--- config.mk ---
export PLATFORM = sky130hd
export DESIGN_NAME = aes_block_stream
export DESIGN_NICKNAME = d
export VERILOG_FILES = /design/src/rtl/aes_block_stream.sv
export SDC_FILE = /design/constraint.sdc
export NUM_CORES = 2
export LEC_CHECK = 0
export CORE_ASPECT_RATIO = 1.25
export CORE_MARGIN = 2
export CORE_UTILIZATION = 24
export DETAILED_ROUTE_END_ITERATION = 7
export RECOVER_POWER = 100
export SETUP_SLACK_MARGIN = 0.3
export SLEW_MARGIN = 30
export SYNTH_ARGS = -nofsm -noshare
export SYNTH_HDL_FRONTEND = slang
export SYNTH_SLANG_ARGS = --single-unit
--- constraint.sdc ---
create_clock -name clk -period 23.3 [get_ports clk]
set_clock_uncertainty 0.15 [all_clocks]
set_input_delay 4.66 -clock clk [delete_from_list [all_inputs] [get_ports clk]]
set_output_delay 4.66 -clock clk [all_outputs]
set_load 0.1 [all_outputs]
--- src/rtl/aes_block_stream.sv ---
`timescale 1ns/1ps
// Stream controller around an iterative AES-128 core: packs 32-bit words into blocks, optional CBC, unpacks ciphertext.
// Latency: block handed to core on the edge accepting its last word; first ciphertext word valid the edge after core_done.
// Backpressure: in_ready only in LOAD; out_data/out_last hold while out_ready is low; no overlap between blocks.
//
// Ports:
//   clk, reset                 clock and asynchronous active-high reset
//   start, key, iv, cbc_en     message setup, sampled only in IDLE
//   in_valid/in_ready/in_data/in_last      plaintext word stream (MSB word first)
//   out_valid/out_ready/out_data/out_last  ciphertext word stream (MSB word first)
//   busy, error                status: not idle / sticky core timeout
//   core_din, core_key, core_reset, core_ctxt, core_done   AES core handshake
module aes_block_stream #(
   parameter int WAIT_MAX = 31,
   parameter int GUARD    = 2
) (
   input  logic         clk,
   input  logic         reset,
   input  logic         start,
   input  logic [127:0] key,
   input  logic [127:0] iv,
   input  logic         cbc_en,
   input  logic         in_valid,
   output logic         in_ready,
   input  logic [31:0]  in_data,
   input  logic         in_last,
   output logic         out_valid,
   input  logic         out_ready,
   output logic [31:0]  out_data,
   output logic         out_last,
   output logic         busy,
   output logic         error,
   output logic [127:0] core_din,
   output logic [127:0] core_key,
   output logic         core_reset,
   input  logic [127:0] core_ctxt,
   input  logic         core_done
);

   localparam int WW = $clog2(WAIT_MAX + 1);
   localparam logic [WW-1:0] GUARD_W = WW'(GUARD);
   localparam logic [WW-1:0] LAST_W  = WW'(WAIT_MAX - 1);

   typedef enum logic [1:0] {S_IDLE, S_LOAD, S_WAIT, S_DRAIN} state_t;

   state_t        state_q, state_d;
   logic [127:0]  key_q, key_d;
   logic [127:0]  chain_q, chain_d;
   logic [127:0]  blk_q, blk_d;
   logic [127:0]  din_q, din_d;
   logic [127:0]  ctxt_q, ctxt_d;
   logic          cbc_q, cbc_d;
   logic          final_q, final_d;
   logic          error_q, error_d;
   logic [1:0]    cnt_q, cnt_d;
   logic [1:0]    idx_q, idx_d;
   logic [WW-1:0] wcnt_q, wcnt_d;

   logic          in_ready_q, in_ready_d;
   logic          out_valid_q, out_valid_d;
   logic          out_last_q, out_last_d;
   logic [31:0]   out_data_q, out_data_d;
   logic          busy_q, busy_d;
   logic          core_reset_q, core_reset_d;

   logic [127:0]  blk_next;
   logic          in_acc;
   logic          out_acc;

   assign in_acc  = in_valid & in_ready_q;
   assign out_acc = out_valid_q & out_ready;

   always_comb begin
      state_d  = state_q;
      key_d    = key_q;
      chain_d  = chain_q;
      blk_d    = blk_q;
      din_d    = din_q;
      ctxt_d   = ctxt_q;
      cbc_d    = cbc_q;
      final_d  = final_q;
      error_d  = error_q;
      cnt_d    = cnt_q;
      idx_d    = idx_q;
      wcnt_d   = wcnt_q;
      blk_next = blk_q;

      // Word k lands at its final position; untouched slots stay zero,
      // which is the padding for a short final block.
      case (cnt_q)
         2'd0:    blk_next[127:96] = in_data;
         2'd1:    blk_next[95:64]  = in_data;
         2'd2:    blk_next[63:32]  = in_data;
         default: blk_next[31:0]   = in_data;
      endcase

      case (state_q)
         S_IDLE: begin
            if (start) begin
               key_d   = key;
               cbc_d   = cbc_en;
               chain_d = cbc_en ? iv : 128'd0;
               error_d = 1'b0;
               cnt_d   = 2'd0;
               blk_d   = 128'd0;
               final_d = 1'b0;
               state_d = S_LOAD;
            end
         end
         S_LOAD: begin
            if (in_acc) begin
               blk_d = blk_next;
               cnt_d = cnt_q + 2'd1;
               if (cnt_q == 2'd3 || in_last) begin
                  din_d   = blk_next ^ chain_q;
                  final_d = in_last;
                  wcnt_d  = '0;
                  state_d = S_WAIT;
               end
            end
         end
         S_WAIT: begin
            // core_done is left over from the previous block for a few
            // cycles after the core leaves reset, so it is masked early on.
            if (core_done && wcnt_q >= GUARD_W) begin
               ctxt_d  = core_ctxt;
               if (cbc_q) chain_d = core_ctxt;
               idx_d   = 2'd0;
               state_d = S_DRAIN;
            end else if (wcnt_q == LAST_W) begin
               error_d = 1'b1;
               state_d = S_IDLE;
            end else begin
               wcnt_d = wcnt_q + 1'b1;
            end
         end
         S_DRAIN: begin
            if (out_acc) begin
               if (idx_q == 2'd3) begin
                  if (final_q) begin
                     state_d = S_IDLE;
                  end else begin
                     cnt_d   = 2'd0;
                     blk_d   = 128'd0;
                     state_d = S_LOAD;
                  end
               end else begin
                  idx_d = idx_q + 2'd1;
               end
            end
         end
         default: state_d = S_IDLE;
      endcase

      // Outputs are registered from the next-state values so they change
      // together with the state and are glitch free.
      in_ready_d   = (state_d == S_LOAD);
      out_valid_d  = (state_d == S_DRAIN);
      busy_d       = (state_d != S_IDLE);
      core_reset_d = (state_d != S_WAIT);
      out_last_d   = (state_d == S_DRAIN) && (idx_d == 2'd3) && final_d;
      out_data_d   = 32'd0;
      if (state_d == S_DRAIN) begin
         case (idx_d)
            2'd0:    out_data_d = ctxt_d[127:96];
            2'd1:    out_data_d = ctxt_d[95:64];
            2'd2:    out_data_d = ctxt_d[63:32];
            default: out_data_d = ctxt_d[31:0];
         endcase
      end
   end

   always_ff @(posedge clk or posedge reset) begin
      if (reset) begin
         state_q      <= S_IDLE;
         key_q        <= 128'd0;
         chain_q      <= 128'd0;
         blk_q        <= 128'd0;
         din_q        <= 128'd0;
         ctxt_q       <= 128'd0;
         cbc_q        <= 1'b0;
         final_q      <= 1'b0;
         error_q      <= 1'b0;
         cnt_q        <= 2'd0;
         idx_q        <= 2'd0;
         wcnt_q       <= '0;
         in_ready_q   <= 1'b0;
         out_valid_q  <= 1'b0;
         out_last_q   <= 1'b0;
         out_data_q   <= 32'd0;
         busy_q       <= 1'b0;
         core_reset_q <= 1'b1;
      end else begin
         state_q      <= state_d;
         key_q        <= key_d;
         chain_q      <= chain_d;
         blk_q        <= blk_d;
         din_q        <= din_d;
         ctxt_q       <= ctxt_d;
         cbc_q        <= cbc_d;
         final_q      <= final_d;
         error_q      <= error_d;
         cnt_q        <= cnt_d;
         idx_q        <= idx_d;
         wcnt_q       <= wcnt_d;
         in_ready_q   <= in_ready_d;
         out_valid_q  <= out_valid_d;
         out_last_q   <= out_last_d;
         out_data_q   <= out_data_d;
         busy_q       <= busy_d;
         core_reset_q <= core_reset_d;
      end
   end

   assign in_ready   = in_ready_q;
   assign out_valid  = out_valid_q;
   assign out_last   = out_last_q;
   assign out_data   = out_data_q;
   assign busy       = busy_q;
   assign error      = error_q;
   assign core_din   = din_q;
   assign core_key   = key_q;
   assign core_reset = core_reset_q;

endmodule

==> flow_summary.yaml <==
setup_path:
  path_max_fanout: 90
  endpoint_kind: "async pin"
  cp-start-kind: "primary input"
  worstReg2RegEnd: "core_din[44]"
  required_ns: 23.86
  cpPeakStageDelay_ns: 3.76
  cpMostUsedCell: "clkbuf_1"
  worstRegToRegCells: 6
  crit_family: "buffers and inverters"
  reg2reg_from: "state_q[1]"
  reg2reg_slack_ns: 13.32
  crit_type: "primary input to async pin"
  worstPathArrival_ns: 14.73
  critical_path.cell_chain: "dlygate4sd3_1 -> clkinvlp_4 -> clkbuf_1 -> clkbuf_1 -> clkbuf_1 -> clkbuf_1 -> buf_16 -> buf_4 -> buf_6"
  cp_num_buf_inv: 9
  crit_slowest_cell: "clkbuf_1"
floorplan:
  die_y_um: 400
  die_area_um2: 128000
  boundaryPins: 718
  die-width_um: 321
  rows: 145
  coreArea_um2: 125000
  start_util_pct: 24.1
status:
  violations: "capacitance limit, slew limit"
  status: "complete, but fails checks"
power:
  power.leakage_nw: 17.8
  p_total_mw: 6.79
  seqPwrFrac_pct: 29.7
  power.density_nw_per_um2: 166
  p_sw_mw: 3.53
  pwr-share-comb_pct: 51.0
  ir_worst_vdd_uv: 109
  sw_frac_of_total_pct: 52.0
  p_int_mw: 3.26
  clkPwrFrac_pct: 19.3
clock_tree:
  htreeDepth: 3
  cts_buffers: 81
  root_buffer: "clkbuf_16"
  clk_pin_slew_worst_paths_ns: 0.06
  tritoncts: "yes"
  clk_latency_ns: 0.68
  cts-resized-gates: 0
  cts.sinks: 691
  post_cts_buffers: 0
  clk_path_buf_depth: 3
  cts-hold-fix-buffers: 0
synthesis:
  syn_inst: 2818
  synth_common_cells: "dfrtp_1, nand2_1, o21ai_0, clkbuf_1, mux2_2"
  synth_ff_type: "dfrtp_1"
  synth.most_common_cell: "dfrtp_1"
  synthesis.nets: 3249
  yosys-top-cells-area: "dfrtp_1, nand2_1, mux2_2"
  synth_area_um2: 30100
  synth_top_area_share_pct: 57.3
  postSynthAreaPerCell_um2: 10.7
  synth_warnings: 0
  ys_async_sr_fraction_pct: 100
  synth-seq-cells: 691
  synth_edf_count: 0
  yosysTopAreaCell: "dfrtp_1"
  ys_types: 52
  yosysSeqAreaShare_pct: 57.4
timing:
  setup_violations: 0
  slew_headroom_pct: -246
  timing.fmax_mhz: 70.6
  tns_ns: 0
  holdWs_ns: 0.317
  final-hold-violation-count: 0
  grt_setup_unrepaired: "no"
  fin_crit_ns: 14.16
  slew_violations: 1295
  tightest_slew_ns: 5.19
  final.period_utilization_pct: 60.8
global_route:
  use_met3_pct: 6.00
  grt_usage_pct: 19.1
  gr-total-overflow: 0
  grt_util_met2_pct: 29.8
  grt_pass1_vias: 24200
  grt_max_degree: 219
  grt_pass1_wl_mm: 177
  antenna_found_initial: 26
  use_met1_pct: 25.4
  busiest_layer: "met2"
routing:
  dr.pass1.iters: 6
  drt_iter0_drc: 1884
  drc_errors: 0
  drt-total-wl_mm: 125
  vias: 24100
  wl_per_cell_um: 24.5
  antenna_left: 0
  vias_per_cell: 4.73
placed_design:
  place_congestion: 0.836
  place_hpwl_mm: 91.2
  port-buffer-count: 717
final_layout:
  drive_gt1_share_pct: 9.02
  area_delta_synth_final_pct: 35.6
  nets: 3849
  fill_cells: 12700
hold_path:
  hold_path.class: "register to register"
  whs_endpoint: "ctxt_q[19]"
  hp-start: "ctxt_q[19]"
  hold_depth: 2
job:
  drv_cap: 24
cell families after synthesis:
logic type	count (synthesis)	synth area share [%]
DFF	691	57.4
buffers and inverters	253	3.51
AOI/OAI and AO/OA	570	12.8
adders and majority gates	7	0.291
muxes	289	10.3
xor gates and xnor gates	129	3.75
and+or+nand+nor	879	11.9
cell type report:
class	count	area [um2]	share of cell area, %
Sequential cell	691	17300	42.3
Multi-Input combinational cell	1874	11800	28.9
Timing Repair Buffer	764	7000	17.1
Clock buffer	110	2290	5.60
Tap cell	1617	2020	4.95
Clock inverter	37	405	0.992
Inverter	6	26.3	0.0643
Antenna cell	6	15.0	0.0367
sequential cells by signal, summed over array words and instances, names as in the netlist, 2 cells and up:
name / cells
core_din: 128
chain_q: 128
idx_q: 2
wcnt_q: 5
ctxt_q: 128
core_key: 128
cnt_q: 2
state_q: 2
blk_q: 128
out_data: 32
worst min-delay path, stage by stage (launching register included):
cell	delay (ns)
dfrtp_1	0.33
nand2_1	0.05
nand2_1	0.05
cells in the final DEF (no fill, tap or decap), types with 128 or more instances in the layout:
cell             instances
mux2_2                 137
a31oi_1                132
nand2_1                575
xor2_1                 128
a22o_1                 129
dlygate4sd3_1          219
o21ai_0                197
dfrtp_1                690
nor2_1                 135
clkdlybuf4s50_1        417
nand3_1                132
mux2i_1                131
through the flow:
| step | util [%] | area (um2) | std cells | setup slack [ns] |
|---|---|---|---|---|
| after floorplan | - | 30100 | 2818 | 9.03 |
| after global placement | 31.0 | 38700 | 4943 | 13.68 |
| after detailed placement | 30.9 | 38600 | 4947 | 13.99 |
| after CTS | 33.0 | 41200 | 5094 | 14.76 |
| after global routing | 32.7 | 40800 | 5102 | 7.66 |
| final | 32.7 | 40900 | 5105 | 9.14 |
worst max path at each step:
stage,startpoint,to,depth (start not counted)
floorplan,reset,blk_q[0],1
global placement,reset,core_key[42],7
detailed placement,reset,core_key[111],7
CTS,reset,core_key[111],7
global route,reset,core_key[112],9
finish,reset,core_key[112],9
power by group through the flow:
stage                     clock (mW)  combinational, mW  sequential [mW]
after floorplan                    0              0.933             3.64
after global placement             0               3.61             2.04
after detailed placement           0               3.60             2.05
after CTS                       1.35               3.61             2.03
after global routing            1.40               3.64             2.08
final                           1.31               3.46             2.02
layer usage:
layer | vias to the layer above | share of wire [%] | routed length [um]
li1 | 11000 | - | -
met1 | 12000 | 43 | 54200
met2 | 930 | 45 | 56800
met3 | 182 | 8.6 | 10800
met4 | 28 | 2.5 | 3100
met5 | - | 0.13 | 166
(Power assumes the default switching activity.)
